[config.mk]
export PLATFORM = sky130hd
export DESIGN_NAME = booth_mult_16bit
export DESIGN_NICKNAME = d
export VERILOG_FILES = /design/src/rtl/booth_mult_16bit.sv
export SDC_FILE = /design/constraint.sdc
export NUM_CORES = 1
export LEC_CHECK = 0
export ABC_AREA = 1
export CORE_ASPECT_RATIO = 0.9
export CORE_UTILIZATION = 55
export CTS_CLUSTER_DIAMETER = 40
export CTS_CLUSTER_SIZE = 30
export DETAILED_ROUTE_END_ITERATION = 7
export GPL_ROUTABILITY_DRIVEN = 0
export GPL_TIMING_DRIVEN = 0
export PLACE_DENSITY = 0.81
export SLEW_MARGIN = 25
export SYNTH_ARGS = -nofsm -noshare
export SYNTH_HDL_FRONTEND = slang
export SYNTH_HIERARCHICAL = 1
export SYNTH_SLANG_ARGS = --single-unit
export TNS_END_PERCENT = 100
[constraint.sdc]
create_clock -name clk -period 3.5 [get_ports clk]
set_input_delay 0.525 -clock clk [delete_from_list [all_inputs] [get_ports clk]]
set_output_delay 0.525 -clock clk [all_outputs]
set_load 0.03 [all_outputs]
[src/rtl/booth_mult_16bit.sv]
// rtl/booth_mult_16bit.sv - sequential signed 16x16 radix-2 Booth multiplier (optional BOOTH_Q15_EN adds prod_q15)

// 16-bit adder/subtractor with signed overflow flag; the multiplier's only adder.
module addsub_16bit (
  input  logic [15:0] i_a,
  input  logic [15:0] i_b,
  input  logic        i_sub,
  output logic [15:0] o_sum,
  output logic        o_ovfl
);

  logic [15:0] w_b_eff;

  // Invert the second operand and inject a carry to subtract.
  always_comb begin
    w_b_eff = i_b ^ {16{i_sub}};
    o_sum   = i_a + w_b_eff + {15'd0, i_sub};
    o_ovfl  = (i_a[15] == w_b_eff[15]) && (o_sum[15] != i_a[15]);
  end

endmodule

// Booth multiplier top. Build option: BOOTH_Q15_EN adds the saturated Q1.15 output.
module booth_mult_16bit (
  input  logic        clk,
  input  logic        rst,
  input  logic        i_start,
  input  logic [15:0] i_a,
  input  logic [15:0] i_b,
  output logic        o_busy,
  output logic        o_done,
  output logic [31:0] o_prod
`ifdef BOOTH_Q15_EN
  ,
  output logic [15:0] o_prod_q15
`endif
);

  typedef enum logic [1:0] {
    S_IDLE = 2'd0,
    S_RUN  = 2'd1,
    S_DONE = 2'd2
  } state_t;

  state_t      r_state;
  state_t      w_state_nxt;

  logic [15:0] r_mcand;
  logic [15:0] r_hi;
  logic [15:0] r_lo;
  logic        r_qm1;
  logic [3:0]  r_cnt;
  logic        r_busy;
  logic        r_done;
  logic [31:0] r_prod;

  logic        w_load;
  logic        w_step;
  logic        w_finish;
  logic        w_busy_nxt;
  logic        w_done_nxt;

  logic [1:0]  w_booth;
  logic        w_add_en;
  logic        w_sub;
  logic [15:0] w_op_b;
  logic [15:0] w_sum;
  logic        w_ovfl;
  logic        w_sign;
  logic [31:0] w_prod_full;

  // State register.
  always_ff @(posedge clk or posedge rst) begin
    if (rst) begin
      r_state <= S_IDLE;
    end else begin
      r_state <= w_state_nxt;
    end
  end

  // Next-state: accept in IDLE, 16 Booth steps in RUN, one DONE cycle.
  always_comb begin
    w_state_nxt = r_state;
    case (r_state)
      S_IDLE:  if (i_start) w_state_nxt = S_RUN;
      S_RUN:   if (r_cnt == 4'd15) w_state_nxt = S_DONE;
      S_DONE:  w_state_nxt = S_IDLE;
      default: w_state_nxt = S_IDLE;
    endcase
  end

  // FSM outputs: datapath controls and next values of the registered status flags.
  always_comb begin
    w_load     = (r_state == S_IDLE) && i_start;
    w_step     = (r_state == S_RUN);
    w_finish   = (r_state == S_DONE);
    w_busy_nxt = w_load || (r_state != S_IDLE);
    w_done_nxt = w_finish;
  end

  // Booth recoding: 01 adds, 10 subtracts, 00/11 add zero so hi passes through.
  always_comb begin
    w_booth  = {r_lo[0], r_qm1};
    w_add_en = w_booth[1] ^ w_booth[0];
    w_sub    = (w_booth == 2'b10);
    w_op_b   = w_add_en ? r_mcand : 16'd0;
  end

  addsub_16bit u_addsub (
    .i_a    (r_hi),
    .i_b    (w_op_b),
    .i_sub  (w_sub),
    .o_sum  (w_sum),
    .o_ovfl (w_ovfl)
  );

  // True 17th sign bit of the partial product; keeps mcand = -32768 exact.
  always_comb begin
    w_sign      = w_sum[15] ^ w_ovfl;
    w_prod_full = {r_hi, r_lo};
  end

  // Accumulator: load on accept, arithmetic shift of {sign, sum, lo, qm1} each step.
  always_ff @(posedge clk or posedge rst) begin
    if (rst) begin
      r_mcand <= 16'd0;
      r_hi    <= 16'd0;
      r_lo    <= 16'd0;
      r_qm1   <= 1'b0;
      r_cnt   <= 4'd0;
    end else if (w_load) begin
      r_mcand <= i_a;
      r_hi    <= 16'd0;
      r_lo    <= i_b;
      r_qm1   <= 1'b0;
      r_cnt   <= 4'd0;
    end else if (w_step) begin
      r_hi    <= {w_sign, w_sum[15:1]};
      r_lo    <= {w_sum[0], r_lo[15:1]};
      r_qm1   <= r_lo[0];
      r_cnt   <= r_cnt + 4'd1;
    end
  end

  // Status flags and product register; prod changes only on the edge that raises done.
  always_ff @(posedge clk or posedge rst) begin
    if (rst) begin
      r_busy <= 1'b0;
      r_done <= 1'b0;
      r_prod <= 32'd0;
    end else begin
      r_busy <= w_busy_nxt;
      r_done <= w_done_nxt;
      if (w_finish) begin
        r_prod <= w_prod_full;
      end
    end
  end

  assign o_busy = r_busy;
  assign o_done = r_done;
  assign o_prod = r_prod;

`ifdef BOOTH_Q15_EN
  logic [15:0] r_prod_q15;
  logic [15:0] w_q15_nxt;

  // Q1.15 truncation, saturating when bits 31 and 30 disagree (only -1.0 * -1.0).
  always_comb begin
    if (w_prod_full[31] != w_prod_full[30]) begin
      w_q15_nxt = w_prod_full[31] ? 16'h8000 : 16'h7FFF;
    end else begin
      w_q15_nxt = w_prod_full[30:15];
    end
  end

  // Q15 output register, updated alongside prod.
  always_ff @(posedge clk or posedge rst) begin
    if (rst) begin
      r_prod_q15 <= 16'd0;
    end else if (w_finish) begin
      r_prod_q15 <= w_q15_nxt;
    end
  end

  assign o_prod_q15 = r_prod_q15;
`endif

endmodule

==> flow_summary_export.csv <==
group,metric,value,unit
outcome,status,"complete, no violations",
place,io_buffers,68,
logic_synthesis,ys_warn_count,6,
cells_and_area,syn_to_final_growth,22.6,%
routing,wl_per_cell,13.8,um
logic_synthesis,ys_ff_latch,89,
logic_synthesis,yosys.area.top_type_share,47.8,%
clock_network,max-clock-path-buffers,2,
power_and_ir_drop,p_per_area,1140,nW/um^2
power_and_ir_drop,ir_worst_vdd,0.000484,V
clock_network,post_cts_buffers,0,
cells_and_area,layout_commonest_cell,"nand2_1",
clock_network,cts_buffers,9,
place,placed_cells,776,
clock_network,hold_buffers,0,
hold_path,min_path_cells,2,
routing,highest_layer,"met4",
sta,setup-tns-final,0,ns
sta,max_freq,316,MHz
routing,dr.pass1.iters,5,
logic_synthesis,synthTopCellsByArea,"dfrtp_1 (48%), nand2_1 (23%), ha_1 (4.6%)",
floorplan,pin_count,69,
sta,whs,0.481,ns
critical_path,reg2reg_depth,17,
clock_network,cts-root-buf,"clkbuf_8",
global_routing,grt_overflow_total,0,
clock_network,cts-resized-gates,0,
sta,slew_headroom,64.1,%
sta,finClkSkew,0.0100,ns
sta,slew_viol_final,0,
floorplan,dieWidth,99.0,um
clock_network,cts_tree,"yes",
clock_network,cts.reportedPaths.clkPinSlew,0.09,ns
routing,vias,4063,
routing,drc,0,
floorplan,rows,31,
sta,finalHoldViolCount,0,
cells_and_area,fin_util,70.2,%
floorplan,start_util,57.2,%
clock_network,h-tree-depth,3,
critical_path,critPathKind,"reg2reg",
logic_synthesis,ys_seq_area_share,47.8,%
cells_and_area,final_nets,741,
logic_synthesis,synth_area_per_cell,7.66,um^2
place,post-dp-hpwl,7890,um
sta,period_share,90.5,%
sta,timing.final.crit_period,3.17,ns
clock_network,cts.sinks,89,
logic_synthesis,mappedNetlistArea,4660,um^2
logic_synthesis,synth_cell_types,24,
global_routing,grt_pass1_wl,17700,um
logic_synthesis,synth_top_family_by_area,"simple AND/OR/NAND/NOR gates",
place,pre_cts_slack,0.238,ns
critical_path,critical_path.endpoint_type,"flop",
logic_synthesis,syn_nets,661,
routing,route.met2.wl,5180,um
sta,finalSetupViolCount,0,
logic_synthesis,synthAdderAreaFrac,4.99,%
routing,drt-total-wl,10900,um
global_routing,track_usage,26.3,%
logic_synthesis,synth_xor_area_share,4.32,%
power_and_ir_drop,p_leak,2.98,nW
cells_and_area,n_antenna_cell,0,
critical_path,critPathRequiredTime,3.78,ns
critical_path,worstSetupStartpointType,"flop",
critical_path,cp_max_fo,10,
cells_and_area,layout_common_cells,"nand2_1 (281), dfrtp_1 (89), clkdlybuf4s50_1 (68)",
cells_and_area,fin_cells,791,
cells_and_area,drive_gt1_share,8.09,%
routing,met3_length,535,um
logic_synthesis,yosysTopAreaCell,"dfrtp_1",
critical_path,arrival,3.45,ns
global_routing,grt_pass1_vias,3823,
sta,grt_setup_unrepaired,"no",
global_routing,antenna_found_initial,0,
logic_synthesis,muxShareOfSynthArea,0,%
routing,drtIter0Drc,241,
logic_synthesis,synth_compound_area_share,4.51,%
cells_and_area,fillers,657,
routing,wl_met1,4860,um
routing,drt-vias-per-instance,5.14,
clock_network,clkLatencyLatePin,0.36,ns
floorplan,die-area,8840,um^2
sta,worst_pin_slew,0.538,ns
floorplan,core_area,8150,um^2
logic_synthesis,synthCells,608,
floorplan,fp.dieH,89.3,um
hold_path,hold_path.class,"reg2reg",
sta,setup_slack,0.332,ns
routing,ant_nets,0,
logic_synthesis,synth-simple-area-share,30.7,%
global_routing,grt_max_degree,47,
job,maxCapViolCount,0,
==> power breakdown <==
| part | internal (mW) | switching [mW] |
|---|---|---|
| sequential | 1.50 | 0.302 |
| clock | 0.402 | 0.383 |
| combinational | 1.50 | 2.43 |
| total | 3.40 | 3.11 |
==> flip-flops by register name (all words and copies together), names as in the netlist <==
signal / flops
o_done: 1
r_mcand: 16
o_prod: 32
r_qm1: 1
r_hi: 16
r_lo: 16
r_cnt: 4
o_busy: 1
r_state: 2
==> cells by family after synthesis <==
kind of cell | after synthesis
compound gates | 40
xor+xnor | 23
fa+ha+maj | 18
buf+inv | 79
flops | 89
simple gates | 359
==> critical path, stage by stage (launching register included) <==
cell and delay (ns):
dfrtp_1 0.42, ha_1 0.28, clkbuf_1 0.30, clkbuf_2 0.32
nor2_1 0.10, xor2_1 0.31, ha_1 0.32, nand2_1 0.14
nor2_1 0.07, nor2_1 0.12, nand2_2 0.12, nand2_2 0.10
nand2_2 0.06, nand2_1 0.06, nand2_1 0.10, nand2_1 0.09
nand2_1 0.05, o21ai_0 0.13
==> cell usage after synthesis, drive strengths merged <==
library cell  instances
nand2               291
dfrtp                89
inv                  58
nor2                 34
nand3                29
o21ai                28
xor2                 19
buf                  18
ha                   17
a21oi                11
xnor2                 4
and2                  3
clkbuf                3
nand4                 2
fa                    1
o21a                  1
==> final cells by class <==
| cell class | instances | area, um^2 | share of cell area (%) |
|---|---|---|---|
| multi-input combinational | 440 | 2080 | 36.3 |
| clock buffer | 9 | 124 | 2.17 |
| sequential | 89 | 2230 | 39.0 |
| timing repair buffer | 69 | 708 | 12.4 |
| inverter | 58 | 223 | 3.90 |
| buffer | 21 | 140 | 2.45 |
| tap | 99 | 124 | 2.17 |
| clock inverter | 6 | 92.6 | 1.62 |
==> through the flow <==
step / area [um^2] / total power [mW]
global route: 5710 / 7.07
global placement: 5460 / 5.45
CTS: 5710 / 6.47
finish: 5710 / 6.51
floorplan: 4660 / 4.64
detailed placement: 5500 / 5.64
==> routing by layer <==
layer,up-vias,GRT usage [%]
met2,145,42.6
met5,-,0
met4,0,13.2
li1,2015,-
met3,34,4.22
met1,1869,34.9
==> final timing paths <==
kind / start / to / slack (ns)
setup / recovery: r_lo[0] / r_hi[15] / 0.33
hold / removal: o_prod[21] / o_prod[21] / 0.48
setup reg to reg: r_lo[0] / r_hi[15] / 0.33
hold reg to reg: o_prod[21] / o_prod[21] / 0.48
max in group asynchronous: rst / r_hi[4] / 2.39
min in group asynchronous: rst / o_prod[5] / 0.54
(Power assumes the default switching activity.)
